File: config.mk
export PLATFORM = sky130hd
export DESIGN_NAME = song_sequencer
export DESIGN_NICKNAME = d
export VERILOG_FILES = /design/src/rtl/song_sequencer.sv
export SDC_FILE = /design/constraint.sdc
export NUM_CORES = 1
export LEC_CHECK = 0
export CAP_MARGIN = 20
export CORE_ASPECT_RATIO = 1.25
export CORE_UTILIZATION = 31
export CTS_CLUSTER_SIZE = 20
export DETAILED_ROUTE_END_ITERATION = 7
export PLACE_DENSITY_LB_ADDON = 0.25
export SLEW_MARGIN = 25
export SYNTH_ARGS = -nofsm -noshare
export SYNTH_HDL_FRONTEND = slang
export SYNTH_SLANG_ARGS = --single-unit
File: constraint.sdc
create_clock -name clk -period 6.1 [get_ports clk]
set_clock_uncertainty 0.1 [all_clocks]
set_input_delay 1.22 -clock clk [delete_from_list [all_inputs] [get_ports clk]]
set_output_delay 1.22 -clock clk [all_outputs]
set_load 0.02 [all_outputs]
File: src/rtl/song_sequencer.sv
// song_sequencer: piano front-end controller. Free play from the keys, automatic song
// playback from an external synchronous ROM, and a learn mode that waits for the correct key.
module song_sequencer #(
   parameter int BEAT_CYCLES = 12_500_000,
   parameter int GAP_CYCLES  = 1_250_000,
   parameter int NUM_SONGS   = 4,
   parameter int SONG_LEN    = 64,
   parameter int ADDR_W      = 8
) (
   input  logic              clk,
   input  logic              reset,
   input  logic [2:0]        mode,
   input  logic [6:0]        keys,
   input  logic [1:0]        song_select,
   output logic [ADDR_W-1:0] rom_addr,
   input  logic [9:0]        rom_data,
   output logic [3:0]        note_out,
   output logic [1:0]        octave_auto,
   output logic [6:0]        led_out,
   output logic [1:0]        song_idx,
   output logic              busy
);

   localparam logic [2:0] MODE_FREE  = 3'b100;
   localparam logic [2:0] MODE_AUTO  = 3'b010;
   localparam logic [2:0] MODE_LEARN = 3'b001;

   localparam int CNT_MAX = (15 * BEAT_CYCLES > GAP_CYCLES) ? 15 * BEAT_CYCLES : GAP_CYCLES;
   localparam int CNT_W   = $clog2(CNT_MAX + 1);

   typedef enum logic [2:0] {
      S_IDLE,
      S_FETCH,
      S_WAIT_ROM,
      S_WAIT_KEY,
      S_PLAY,
      S_GAP,
      S_DONE
   } state_t;

   // Lowest pressed key wins; key bit i is note i+1.
   function automatic logic [3:0] prio_note(input logic [6:0] k);
      logic [3:0] p;
      p = 4'd0;
      for (int i = 6; i >= 0; i--) begin
         if (k[i]) p = 4'(i + 1);
      end
      return p;
   endfunction

   function automatic logic [6:0] note_led(input logic [3:0] n);
      if (n == 4'd0 || n > 4'd7) return 7'd0;
      return 7'd1 << (n - 4'd1);
   endfunction

   state_t            state, state_nxt;
   logic [2:0]        mode_q;
   logic [6:0]        keys_q, key_rise;
   logic [1:0]        sel_q, sel_rise;
   logic [1:0]        song_idx_nxt;
   logic              song_chg;
   logic              mode_run, mode_q_run, mode_chg, key_hit, free_on;
   logic [9:0]        word_q, word_nxt;
   logic [CNT_W-1:0]  cnt, play_len;
   logic [ADDR_W-1:0] base_nxt, slot_last;
   logic [3:0]        note_q, note_nxt;
   logic [1:0]        oct_q, oct_nxt;
   logic [6:0]        led_q, led_nxt;
   logic              busy_nxt;

   assign key_rise   = keys & ~keys_q;
   assign sel_rise   = song_select & ~sel_q;
   assign mode_run   = (mode == MODE_AUTO) || (mode == MODE_LEARN);
   assign mode_q_run = (mode_q == MODE_AUTO) || (mode_q == MODE_LEARN);
   assign mode_chg   = (mode != mode_q);
   assign key_hit    = (prio_note(key_rise) == word_q[9:6]);
   assign word_nxt   = (state == S_WAIT_ROM) ? rom_data : word_q;
   assign play_len   = CNT_W'(BEAT_CYCLES) * CNT_W'(word_nxt[3:0]) - CNT_W'(1);
   assign base_nxt   = ADDR_W'(SONG_LEN * song_idx_nxt);
   assign slot_last  = ADDR_W'(SONG_LEN * song_idx + SONG_LEN - 1);

   always_comb begin
      song_idx_nxt = song_idx;
      song_chg     = 1'b0;
      if (sel_rise == 2'b01) begin
         song_idx_nxt = (song_idx == 2'(NUM_SONGS - 1)) ? 2'd0 : song_idx + 2'd1;
         song_chg     = 1'b1;
      end else if (sel_rise == 2'b10) begin
         song_idx_nxt = (song_idx == 2'd0) ? 2'(NUM_SONGS - 1) : song_idx - 2'd1;
         song_chg     = 1'b1;
      end
   end

   // Leaving a running mode drops to IDLE first, so the new mode always starts cleanly.
   always_comb begin
      state_nxt = state;
      if (!mode_run) begin
         state_nxt = S_IDLE;
      end else if (mode_chg && mode_q_run) begin
         state_nxt = S_IDLE;
      end else if (song_chg) begin
         state_nxt = S_FETCH;
      end else begin
         case (state)
            S_IDLE:     state_nxt = S_FETCH;
            S_FETCH:    state_nxt = S_WAIT_ROM;
            S_WAIT_ROM: begin
               if (rom_data[3:0] == 4'd0)
                  state_nxt = S_DONE;
               else if (mode == MODE_LEARN && rom_data[9:6] != 4'd0)
                  state_nxt = S_WAIT_KEY;
               else
                  state_nxt = S_PLAY;
            end
            S_WAIT_KEY: if (key_hit) state_nxt = S_PLAY;
            S_PLAY:     if (cnt == '0) state_nxt = S_GAP;
            S_GAP: begin
               if (cnt == '0) state_nxt = (rom_addr == slot_last) ? S_DONE : S_FETCH;
            end
            S_DONE:     state_nxt = S_DONE;
            default:    state_nxt = S_IDLE;
         endcase
      end
   end

   always_comb begin
      note_nxt = 4'd0;
      oct_nxt  = 2'd0;
      led_nxt  = 7'd0;
      busy_nxt = 1'b0;
      case (state_nxt)
         S_FETCH, S_WAIT_ROM, S_GAP: busy_nxt = 1'b1;
         S_WAIT_KEY: begin
            busy_nxt = 1'b1;
            led_nxt  = note_led(word_nxt[9:6]);
         end
         S_PLAY: begin
            busy_nxt = 1'b1;
            note_nxt = word_nxt[9:6];
            oct_nxt  = word_nxt[5:4];
            led_nxt  = note_led(word_nxt[9:6]);
         end
         default: busy_nxt = 1'b0;
      endcase
   end

   always_ff @(posedge clk or negedge reset) begin
      if (!reset) begin
         state    <= S_IDLE;
         mode_q   <= 3'd0;
         keys_q   <= 7'd0;
         sel_q    <= 2'd0;
         song_idx <= 2'd0;
         rom_addr <= '0;
         note_q   <= 4'd0;
         oct_q    <= 2'd0;
         led_q    <= 7'd0;
         busy     <= 1'b0;
      end else begin
         state    <= state_nxt;
         mode_q   <= mode;
         keys_q   <= keys;
         sel_q    <= song_select;
         song_idx <= song_idx_nxt;
         note_q   <= note_nxt;
         oct_q    <= oct_nxt;
         led_q    <= led_nxt;
         busy     <= busy_nxt;
         if (state_nxt == S_FETCH)
            rom_addr <= (state == S_GAP && !song_chg) ? rom_addr + ADDR_W'(1) : base_nxt;
      end
   end

   // Word and timer are always loaded before use, so they carry no reset.
   always_ff @(posedge clk) begin
      if (state == S_WAIT_ROM) word_q <= rom_data;
      if (state_nxt == S_PLAY && state != S_PLAY)
         cnt <= play_len;
      else if (state_nxt == S_GAP && state != S_GAP)
         cnt <= CNT_W'(GAP_CYCLES - 1);
      else if (cnt != '0)
         cnt <= cnt - CNT_W'(1);
   end

   assign free_on     = reset && (mode == MODE_FREE);
   assign note_out    = free_on ? prio_note(keys) : note_q;
   assign led_out     = free_on ? keys : led_q;
   assign octave_auto = free_on ? 2'd0 : oct_q;

endmodule

==> qor_table.md <==
| Quantity | Value | Unit |
|:---|:---|:---|
| Hold buffer count at cts | 0 | - |
| Final instance count without filler cells | 902 | - |
| Wire length per cell | 16.0 | um |
| Async set-or-reset flop fraction in the synthesized netlist | 0.506 | - |
| Post-synth design cell area | 5630 | um^2 |
| Post-Syn Nets | 662 | - |
| Total of warnings raised by yosys | 0 | - |
| Worst slew slack as a fraction of its limit | 0.409 | - |
| Maximum clock frequency | 173 | MHz |
| Post-placement worst setup slack | 0.0301 | ns |
| Setup TNS after final layout | 0 | ns |
| Clock root buffer | clkbuf_16 | - |
| # rows | 54 | - |
| Number of hold-slack violations in the final timing report | 0 | - |
| Via count of the first global-routing pass | 4991 | - |
| Count of final setup violators | 0 | - |
| Mapped Avg Cell Area | 9.45 | um^2 |
| Clock transition at path regs | 0.06 | ns |
| Number of detailed-route iterations in the first pass | 4 | - |
| Die width | 123 | um |
| Worst Setup Slack, final | 0.330 | ns |
| Power density relative to cell area | 543 | nW/um^2 |
| Slew at the pin closest to its max-slew limit | 0.876 | ns |
| Max H-tree Level | 3 | - |
| Dpl cells | 886 | - |
| Avg Vias per Cell | 5.34 | - |
| Starting Density | 0.319 | - |
| Maximum fanout along the worst path | 5 | - |
| Dominant synthesized flop cell | dfrtp_1 | - |
| Number of buffers created by CTS | 9 | - |
| Biggest area contributors in the synthesized netlist | dfrtp_1 17%, edfxtp_1 15%, ha_1 7.8% | - |
| Required time at the worst-slack endpoint | 6.07 | ns |
| Remaining Overflow, GRT | 0 | - |
| Commonest cells after routing, fill and taps aside | 49 x nor2_1, 46 x clkdlybuf4s50_1, 39 x dfrtp_1, 36 x buf_4, 35 x ha_1 | - |
| Worst-case clock buffer depth | 2 | - |
| Sequential cell area | 2020 | um^2 |
| MaxCap Viol Count | 0 | - |
| Multi-input gate area in the final layout | 3430 | um^2 |
| Count of clock tree sinks | 77 | - |
| Filler instances | 1721 | - |
| Ratio of cells with drive above 1 in the final layout | 0.130 | - |
| Most common library cell in the layout ignoring fill and taps | nor2_1 | - |
| CTS tree | yes | - |
| Final total power | 3.73 | mW |
| Number of antenna violations at the first check in global routing | 0 | - |
| Nature of the critical path startpoint | input port | - |
| Post-DRT Antenna Nets | 0 | - |
| Wire length of the first global-routing pass | 24.0 | mm |
| Critical path endpoint category | flip-flop | - |
| Max Transition Viols Final | 0 | - |
| Dpl hpwl | 11.2 | mm |
| Combined global-route utilization of all metal layers | 0.160 | - |
| Sequential element share of the synthesized area | 0.358 | - |
| Detailed-route wire length | 14.4 | mm |
| Setup repair after global routing missed its margin | no | - |
| Antenna Cells | 0 | - |
| Crit path arrival time | 5.74 | ns |
| Total Nets Final | 739 | - |
| Post-route standard cell area excluding fillers | 6870 | um^2 |
| Die outline area | 18700 | um^2 |
| Instance count of the mapped netlist | 596 | - |
| Category of the most critical setup path | in -> reg | - |
| Final estimated routing congestion in global placement | 0.856 | - |
| EDFF count, synth | 28 | - |
| Worst min path class | reg -> reg | - |
| Time the worst path needs with I/O delays and setup | 5.77 | ns |
| Result of the run | finished, final reports clean | - |
| Io pins | 48 | - |
| Vias post-DR | 4820 | - |
| Buffer count from post-CTS setup fixing | 0 | - |
| Remaining design rule violation count | 0 | - |
| # resized after CTS | 0 | - |
| Maximum number of pins on one net before global-route repair | 40 | - |
| Die Y-Extent | 153 | um |
| Area Growth Syn to Fin | 22.0 | % |
| Leak pwr | 2.78 | nW |
| First-iteration detailed-routing DRC count | 245 | - |
| Number of distinct library cell variants in the gate-level netlist after synthesis | 68 | - |
| Number of storage elements in the synthesis netlist | 77 | - |
| Fraction of the cycle the final worst path needs | 0.946 | - |
| Cell taking the most area after synthesis | dfrtp_1 | - |
| Number of port buffers | 47 | - |
| Insertion delay to the later sink of the worst-skew pair | 0.34 | ns |
| Placed Instance Area | 6590 | um^2 |
| Maximum VDD drop | 0.359 | mV |
| Core Area | 17600 | um^2 |
| Yosys top cell area share | 0.173 | - |
-- per-stage QoR --
step           hold WS [ns]  utilization
2_1_floorplan         0.345            -
3_3_place_gp          0.352        0.374
3_5_place_dp          0.368        0.374
4_1_cts               0.383        0.390
5_1_grt               0.398        0.390
6_report              0.374        0.390
-- power by group --
| part | switching, mW | internal, mW | total, mW |
|---|---|---|---|
| registers | 0.117 | 0.685 | 0.801 |
| clock network | 0.221 | 0.290 | 0.511 |
| logic | 1.30 | 1.12 | 2.42 |
| total | 1.64 | 2.10 | 3.73 |
-- per-layer routing --
metal | up-vias | global-route usage | wire (um)
met5 | - | 0 | 0
met1 | 2309 | 0.179 | 5920
met2 | 118 | 0.297 | 7580
li1 | 2368 | - | -
met3 | 25 | 0.0247 | 528
met4 | 0 | 0.0616 | 366
-- worst max-delay path, cell delays in order --
cell and delay (ns):
clkdlybuf4s50_1 0.49, mux2i_1 0.10, ha_1 0.34, ha_1 0.19, or2_2 0.35, ha_1 0.34
ha_1 0.32, nor2b_1 0.16, o31a_1 0.32, o31a_1 0.29, o41ai_1 0.41, or4b_2 0.62
o311ai_0 0.27, o31a_1 0.26, o31ai_1 0.07
-- cell type report --
type | instances | area share
multi-input combinational | 469 | 0.499
sequential | 77 | 0.293
timing repair buffer | 83 | 0.107
tap | 224 | 0.0408
clock buffer | 10 | 0.0348
inverter | 33 | 0.0180
clock inverter | 6 | 0.00655
-- final timing paths --
kind                        startpoint        end  slack, ns  depth (start not counted)
max                        rom_data[3]    cnt[27]       0.33                         15
min                          word_q[4]  word_q[4]       0.37                          1
max reg2reg                   state[0]    cnt[27]       0.61                         16
min reg2reg                  word_q[4]  word_q[4]       0.37                          1
max in group asynchronous        reset  keys_q[1]       4.69                          2
min in group asynchronous        reset   sel_q[1]       0.86                          2
-- synthesized netlist by cell type (3+ instances only) --
cell        n
nor2_1     49
dfrtp_1    39
ha_1       35
nand2_1    34
xnor2_1    33
inv_1      32
edfxtp_1   28
nor3_1     27
nor2b_1    22
nand2b_1   18
mux2_2     17
xor2_1     16
a21oi_1    15
nand3_1    15
nor4_1     15
o21ai_0    15
o22ai_1    13
clkbuf_1   10
dfxtp_1    10
o41ai_1    10
or3_1      10
mux2i_1     8
fa_1        7
o31a_1      7
or2_2       7
or4_1       7
and3_1      6
buf_2       6
o21a_1      6
a22oi_1     5
a31oi_1     5
o211ai_1    5
a211oi_1    4
nor4b_1     4
o22a_1      4
o311ai_0    4
a2111oi_0   3
nor3b_1     3
o2111ai_1   3
o221ai_1    3
-- cell families after synthesis --
kind of cell               Yosys count  share of synthesized area
and+or+nand+nor                    229                      0.221
muxes                               26                     0.0502
buffers and inverters               50                     0.0346
DFF                                 77                      0.358
xor gates and xnor gates            49                     0.0762
AOI/OAI and AO/OA                  123                      0.158
adders and majority gates           42                      0.103
-- registers in the layout, summed over array words and instances, names as in the netlist --
signal / count
mode_q: 3
word_q: 10
state: 3
note_q: 4
cnt: 28
oct_q: 2
sel_q: 2
rom_addr: 8
led_q: 7
song_idx: 2
busy: 1
keys_q: 7
No activity file was read; power rests on OpenSTA's default activity.
